--- config.mk ---
export PLATFORM = sky130hd
export DESIGN_NAME = beam_event_encoder
export DESIGN_NICKNAME = d
export VERILOG_FILES = /design/src/rtl/beam_event_encoder_pkg.sv /design/src/rtl/beam_debounce.sv /design/src/rtl/beam_event_encoder.sv
export SDC_FILE = /design/constraint.sdc
export NUM_CORES = 1
export LEC_CHECK = 0
export ABC_AREA = 1
export CAP_MARGIN = 20
export CORE_AREA = 2 2 43 61
export DETAILED_ROUTE_END_ITERATION = 6
export DIE_AREA = 0 0 45 63
export PLACE_DENSITY = 0.72
export SYNTH_ARGS = -nofsm -noshare
export SYNTH_HDL_FRONTEND = slang
export SYNTH_HIERARCHICAL = 1
export SYNTH_SLANG_ARGS = --single-unit
--- constraint.sdc ---
create_clock -name clock -period 2.3 [get_ports clock]
set_clock_uncertainty 0.15 [all_clocks]
set_input_delay 0.46 -clock clock [delete_from_list [all_inputs] [get_ports clock]]
set_output_delay 0.46 -clock clock [all_outputs]
set_load 0.005 [all_outputs]
--- src/rtl/beam_event_encoder_pkg.sv ---
// rtl/beam_event_encoder_pkg.sv - shared state type, defaults and transition rules for the beam event encoder
package beam_event_encoder_pkg;

  typedef enum logic [3:0] {
    ST_IDLE,
    ST_A1,
    ST_AB_IN,
    ST_B1_IN,
    ST_B1,
    ST_AB_OUT,
    ST_A1_OUT,
    ST_WAIT_CLR,
    ST_FAULT
  } state_t;

  localparam int DEBOUNCE_DEF = 2;
  localparam int TIMEOUT_DEF  = 16;

  function automatic int dwell_width(input int timeout);
    return $clog2(timeout + 1);
  endfunction

  localparam int DWELL_W_DEF = dwell_width(TIMEOUT_DEF);

  // States in which the dwell timeout applies
  function automatic logic is_tracking(input state_t s);
    return !(s inside {ST_IDLE, ST_WAIT_CLR, ST_FAULT});
  endfunction

  // Pattern-driven next state; p = {beam_a, beam_b} after debouncing
  function automatic state_t next_state(input state_t s, input logic a, input logic b);
    logic [1:0] p;
    state_t     ns;
    p  = {a, b};
    ns = ST_WAIT_CLR;
    case (s)
      ST_IDLE:
        case (p)
          2'b00:   ns = ST_IDLE;
          2'b10:   ns = ST_A1;
          2'b01:   ns = ST_B1;
          default: ns = ST_WAIT_CLR;
        endcase
      ST_A1:
        case (p)
          2'b00:   ns = ST_IDLE;
          2'b10:   ns = ST_A1;
          2'b11:   ns = ST_AB_IN;
          default: ns = ST_WAIT_CLR;
        endcase
      ST_AB_IN:
        case (p)
          2'b11:   ns = ST_AB_IN;
          2'b10:   ns = ST_A1;
          2'b01:   ns = ST_B1_IN;
          default: ns = ST_WAIT_CLR;
        endcase
      ST_B1_IN:
        case (p)
          2'b01:   ns = ST_B1_IN;
          2'b11:   ns = ST_AB_IN;
          2'b00:   ns = ST_IDLE;
          default: ns = ST_WAIT_CLR;
        endcase
      ST_B1:
        case (p)
          2'b01:   ns = ST_B1;
          2'b00:   ns = ST_IDLE;
          2'b11:   ns = ST_AB_OUT;
          default: ns = ST_WAIT_CLR;
        endcase
      ST_AB_OUT:
        case (p)
          2'b11:   ns = ST_AB_OUT;
          2'b01:   ns = ST_B1;
          2'b10:   ns = ST_A1_OUT;
          default: ns = ST_WAIT_CLR;
        endcase
      ST_A1_OUT:
        case (p)
          2'b10:   ns = ST_A1_OUT;
          2'b11:   ns = ST_AB_OUT;
          2'b00:   ns = ST_IDLE;
          default: ns = ST_WAIT_CLR;
        endcase
      default:
        ns = (p == 2'b00) ? ST_IDLE : s;
    endcase
    return ns;
  endfunction

endpackage

--- src/rtl/beam_debounce.sv ---
// rtl/beam_debounce.sv - two-flop synchronizer followed by a consecutive-sample debouncer for one beam
module beam_debounce
  import beam_event_encoder_pkg::*;
#(
  parameter int DEBOUNCE = DEBOUNCE_DEF
) (
  input  logic clock,
  input  logic clear,
  input  logic raw,
  output logic level
);

  localparam int CW = (DEBOUNCE < 2) ? 1 : $clog2(DEBOUNCE);
  localparam logic [CW-1:0] CNT_LAST = CW'(DEBOUNCE - 1);

  logic          sync1;
  logic          sync2;
  logic [CW-1:0] cnt;

  // cnt holds how many consecutive samples so far disagree with level
  always_ff @(posedge clock or negedge clear) begin
    if (!clear) begin
      sync1 <= 1'b0;
      sync2 <= 1'b0;
      level <= 1'b0;
      cnt   <= '0;
    end else begin
      sync1 <= raw;
      sync2 <= sync1;
      if (sync2 == level) begin
        cnt <= '0;
      end else if (cnt == CNT_LAST) begin
        level <= sync2;
        cnt   <= '0;
      end else begin
        cnt <= cnt + 1'b1;
      end
    end
  end

endmodule

--- src/rtl/beam_event_encoder.sv ---
// rtl/beam_event_encoder.sv - turns two debounced photo-beams into entry/exit pulses with dwell timeout fault
module beam_event_encoder
  import beam_event_encoder_pkg::*;
#(
  parameter int DEBOUNCE = DEBOUNCE_DEF,
  parameter int TIMEOUT  = TIMEOUT_DEF
) (
  input  logic clock,
  input  logic clear,
  input  logic ent,
  input  logic beam_a,
  input  logic beam_b,
  output logic in,
  output logic out,
  output logic fault
);

  localparam int DW = dwell_width(TIMEOUT);
  localparam logic [DW-1:0] DWELL_LAST = DW'(TIMEOUT - 1);
  localparam logic [DW-1:0] DWELL_MAX  = DW'(TIMEOUT);

  logic          a;
  logic          b;
  state_t        state;
  state_t        state_nx;
  logic [DW-1:0] dwell;

  beam_debounce #(.DEBOUNCE(DEBOUNCE)) u_deb_a (
    .clock (clock),
    .clear (clear),
    .raw   (beam_a),
    .level (a)
  );

  beam_debounce #(.DEBOUNCE(DEBOUNCE)) u_deb_b (
    .clock (clock),
    .clear (clear),
    .raw   (beam_b),
    .level (b)
  );

  // Timeout takes priority over any pattern move on the same edge
  always_comb begin
    state_nx = next_state(state, a, b);
    if (is_tracking(state) && (dwell == DWELL_LAST)) begin
      state_nx = ST_FAULT;
    end
  end

  always_ff @(posedge clock or negedge clear) begin
    if (!clear) begin
      state <= ST_IDLE;
      in    <= 1'b0;
      out   <= 1'b0;
      fault <= 1'b0;
      dwell <= '0;
    end else if (!ent) begin
      state <= ST_IDLE;
      in    <= 1'b0;
      out   <= 1'b0;
      fault <= 1'b0;
      dwell <= '0;
    end else begin
      state <= state_nx;
      in    <= (state == ST_B1_IN)  && (state_nx == ST_IDLE);
      out   <= (state == ST_A1_OUT) && (state_nx == ST_IDLE);
      fault <= (state_nx == ST_FAULT);
      if (state_nx != state) begin
        dwell <= '0;
      end else if (dwell != DWELL_MAX) begin
        dwell <= dwell + 1'b1;
      end
    end
  end

endmodule

# After elaboration in Yosys (flattened, before gate mapping)
# Cells that the tools add are included.
# classes
addsub	3
n_eq_ne	18
mux	21
bitwise_logic	2
reduce_logical	10
# op_table
operator	n
$pmux 3 s3	6
$pmux 4 s7	1
$eq 4x3->1 const B	4
$mux 5	3
$mux 4	3
$eq 4x2->1 const B	2
$eq 4x4->1 const B	2
$logic_not 4->1	2
$mux 1	7
$pmux 2 s3	1
$add 5x1->5 const B	1
$eq 5x4->1 const B	1
$ne 5x5->1 const B	1
$eq 2x2->1 const B	2
$eq 4x1->1 const B	1
$ne 4x4->1	1
$reduce_and 2->1	2
$logic_and 1x1->1	3
$ne 3x1->1 const B	1
$reduce_bool 3->1	1
$add 1x1->1 const B	2
$eq 1x1->1	2
$eq 2x1->1 const B	1
$logic_not 2->1	1
other kinds (2)	3
# word_totals
reg_bits	20
input_bits	5
wordCells	67

# Depth between registers and ports, before layout
# depth
word_depth	8
ltp_mapped	14
depth_no_buf	14

# Hierarchy
# Netlist, hierarchy kept.
# by_module_without_submodules
module	instances	cells_per_inst	area_each_um2	seq_area_each_um2
beam_event_encoder	1	147	1033.5	300.3
beam_debounce	2	12	132.6	100.1

# Worst setup path before layout
# No wires, ideal clock.
# synth_path
path_kind	register -> register
start	register dwell[0]
end	register dwell[0]
arrival_time_ns	1.605
required_time_ns	2.078
setup_slack_ns	0.474
path_stages_with_launch	14
cell_sequence	dfrtp_1 -> ha_1 -> nand2_1 -> nor2_1 -> ha_1 -> nand3_2 -> inv_2 -> nor2_4 -> nand2_2 -> nand2_1 -> nand3_2 -> nor2_2 -> nand2_2 -> nor2_1
# synth_between
elab_chain_len	6
word_cells_on_any_way	10
classes_between	1 x add/sub; 4 x eq/ne; 4 x mux; 1 x reduce/logical
# synth_rtl
element	line_no	rtl
start, declared	beam_event_encoder.sv:26	logic [DW-1:0] dwell;
start signal, assigned	beam_event_encoder.sv:71	dwell <= dwell + 1'b1;
$eq 5x4->1	beam_event_encoder.sv:45	if (is_tracking(state) && (dwell == DWELL_LAST)) begin
$logic_and 1x1->1	beam_event_encoder.sv:45	
$mux 4	beam_event_encoder.sv:45	
$ne 4x4->1	beam_event_encoder.sv:68	if (state_nx != state) begin
$mux 5	beam_event_encoder.sv:68	
$mux 5	beam_event_encoder.sv:57	end else if (!ent) begin
# Parallel ways exist; a longest one is shown, timed or not. The select of a mux whose other input is x is not followed.
# A chain may end at the register's enable or synchronous reset.

# Final worst setup path
# layout_path
start	register dwell[0]
end	register dwell[1]
# The elaborated chain is that of the path after synthesis.

==> results <==
- Once placement completed, the tool counted placed cells totaling 202.
- The critical path endpoint category is a register.
- The later pin in the worst-skew pair is clocked with a latency of 290 ps.
- The actual slew at the worst max-slew pin is 618 ps.
- The register with the most flip-flops in the final layout is dwell.
- Headroom to the max-slew limit came out at 58.5%.
- The critical path goes through ha_1, nand2_1, nor2_1, ha_1, nand3_2, o21ai_1, nor2_1, nor2_1, nand3_2, nor2_2, nand2_2, nor2_1.
- The starting density of the core is 56.2%.
- The average footprint of a synthesized cell is 7.60 µm².
- Setup violations remaining at the end of the flow were counted as 0.
- In the layout the commonest cells are sky130_fd_sc_hd__nand2_1 (38), sky130_fd_sc_hd__nor2_1 (25), sky130_fd_sc_hd__inv_1 (21).
- The sequential fraction of the synthesis area is 38.5%.
- The internal power contribution is 0.880 mW.
- The number of nets handed over by synthesis was 187.
- The weighted congestion at the end of routability-driven global placement is 0.945.
- The number of failing hold endpoints at the final stage is 0.
- Yosys printed 6 warnings.
- 8 I/O pins were placed.
- After clock tree synthesis, the clock-pin slew on the worst setup and hold paths is 110 ps.
- The largest individual stage delay along the critical path comes from the cell sky130_fd_sc_hd__dfrtp_1.
- The post-CTS repair timing setup buffer count is 0.
- The most common library cell in the layout ignoring fill and taps is sky130_fd_sc_hd__nand2_1.
- The die covers 2840 µm².
- The category of cells accounting for the largest share of critical-path delay is simple AND/OR/NAND/NOR gates.
- The initialized floorplan defines 21 standard-cell rows.
- The layout cell share with drive strength beyond 1 is 14.8%.
- The largest registers in the layout are dwell (5), state (4).
- IR analysis of the VDD net gives a maximum drop of 0.697 mV.
- The flow ran to the end, and the final reports show no timing, DRC or antenna violations.
- The TritonCTS clock tree is done.
- In the final layout, the multi-input gates occupy 704 µm².
- The remaining antenna violation count after routing is 0.
- The synthesized design contains 20 register bits.
- The via count of the first global-routing pass is 1052.
- Data on the critical path is required at its endpoint by 2380 ps.
- In the routed layout, each cell is associated on average with a via count of 5.36.
- The number of distinct standard cells referenced by the synthesized netlist is 20.
- The DRC marker count from the first detailed-route iteration is 44.
- Summed over all nets, the half-perimeter wirelength after detailed placement is 2.08 mm.
- Before CTS, the worst setup slack after placement is 171 ps.
- In this run the number of H-tree levels came out at 1.
- The post-route fraction of the period consumed by the critical path is 93.0%.
- The filler-free cell count of the finished design is 206.
- The register with the most flip-flops in the layout has 5 of them.
- Entering global routing, the biggest net connects 21 pins.
- The antenna diode count is 0.
- The power density of the placed cells is 1140 nW/µm².
- The sequential group share of total power is 31.2%.
- The final critical-path setup slack is 160 ps.
- Along the worst path, the maximum fanout reaches 6.
- The number of port buffers is 7.
- The most frequent cell on the critical path is sky130_fd_sc_hd__nor2_1.
- The number of remaining DRC errors is 0.
- The layout has 206 filler cells.
- The overall power of the completed layout is 1.66 mW.
- After technology mapping, the gate count stands at 171.
- The number of buffers inserted during clock tree synthesis is 3.
- Global routing used 21.8% of the available tracks.
- In this run, the clock network consumes 16.9% of the power.
- The area inside the core boundary is 2310 µm².
- The data arrival time of the critical path is 2220 ps.
- The clock period minus final worst setup slack is 2140 ps.
- The number of clock sinks seen by CTS is 20.
- The routed layout has 1105 vias.
- The initial antenna violation count came to 0.
- Counting both buffers and inverters, the worst setup path holds a total of 0.
- The proportion of total power due to net switching is 47.1%.
- The first-pass GRT wire length is 4.53 mm.
- For this run, the top clock speed supported by timing is 0.467 GHz.
- The critical path in this run is classified as register to register.
- The area growth from synthesis to layout is 12.2%.
- Setup repair after global routing left no endpoint under its margin.
- The max-slew violation total from the final report came to 0.
- For this run, the post-layout net count is 200.
- The floorplan step set the die width to 45 µm.
- In this run the vertical extent of the chip is 63 µm.
- On the worst path, the slowest cell contributes a delay of 430 ps.
- The leftover overflow at the end of global routing is 0.
- The relative contribution of combinational cells to total power is 52.0%.
- The per-cell routed wire length is 12.8 µm.
- The cell leakage power is 0.765 nW.
- The library cell used as clock root buffer is sky130_fd_sc_hd__clkbuf_4.
- The first TritonRoute pass finished after 4 iterations.
- The net load switching power is 0.784 mW.
- The final layout contains routed wiring with a total length of 2.63 mm.
- The mapped netlist covers 1300 µm².
- The summed negative setup slack over all endpoints is 0 ps.
- Across the run, the number of max-cap violations was 0.
- The classification of the worst-slack hold path is register to register.
- The number of buffers on the longest clock path is 2.
- The register area is 500 µm².
- STA classifies the critical path startpoint as a register.
## worst paths after layout
kind                                from             to  slack [ps]  cells past startpoint
max                             dwell[0]       dwell[1]         160                     12
min                        u_deb_a/sync1  u_deb_a/sync2         210                      0
max reg2reg                     dwell[0]       dwell[1]         160                     12
min reg2reg                u_deb_a/sync1  u_deb_a/sync2         210                      0
max in group asynchronous          clear          fault        1470                      2
min in group asynchronous          clear    u_deb_a/cnt         330                      2
## power groups by stage
stage | Combinational [mW] | Clock [mW] | Sequential (mW)
finish | 0.865 | 0.281 | 0.519
global route | 0.985 | 0.303 | 0.531
detailed placement | 0.859 | 0 | 0.524
global placement | 0.846 | 0 | 0.517
CTS | 0.866 | 0.285 | 0.518
floorplan | 0.683 | 0 | 0.500
## Yosys cell counts, drive strengths merged
library cell | n | area [µm²]
a21oi | 3 | 15.0
clkinv | 1 | 3.75
dfrtp | 20 | 500
ha | 11 | 138
inv | 24 | 90.1
nand2 | 42 | 168
nand3 | 21 | 120
nand3b | 1 | 7.51
nor2 | 36 | 178
nor3 | 2 | 10.0
o211ai | 3 | 22.5
o21ai | 4 | 20.0
or3b | 1 | 8.76
xor2 | 2 | 17.5
## kinds of logic (layout without fill, tap and decap cells)
kind of cell | Yosys count | count (layout) | share of synthesized area (%)
simple gates | 103 | 103 | 37.9
fa+ha+maj | 11 | 11 | 10.6
xor+xnor | 2 | 2 | 1.35
compound gates | 10 | 10 | 4.43
flops | 20 | 20 | 38.5
buf+inv | 25 | 37 | 7.23
## per-stage QoR
step / hold slack (ps) / utilization, % / cell area, µm²
final: 210 / 63.0 / 1460
after global routing: 221 / 63.0 / 1460
after floorplan: 14.4 / - / 1300
after detailed placement: 185 / 60.8 / 1410
after CTS: 211 / 63.0 / 1460
after global placement: 182 / 60.8 / 1410
## layer usage
metal / vias to the layer above / part of all wire [%] / global-route usage (%)
met3: 6 / 2.0 / 1.16
met1: 522 / 39 / 24.7
met5: - / 0 / 0
met2: 17 / 56 / 38.9
met4: 0 / 2.4 / 10.7
li1: 560 / - / -
## layout make-up
type | instances | area share (%)
multi-input combinational | 126 | 48.3
sequential | 20 | 34.3
inverter | 25 | 6.44
timing repair buffer | 8 | 5.32
clock inverter | 1 | 2.06
tap | 23 | 1.97
clock buffer | 3 | 1.55
## repair_timing
item	4_1_cts	5_1_grt
hold endpoints to repair	0	0
setup endpoints to repair	0	1
resized for setup	0	1
hold buffers	0	0
No activity file was read; power rests on OpenSTA's default activity.
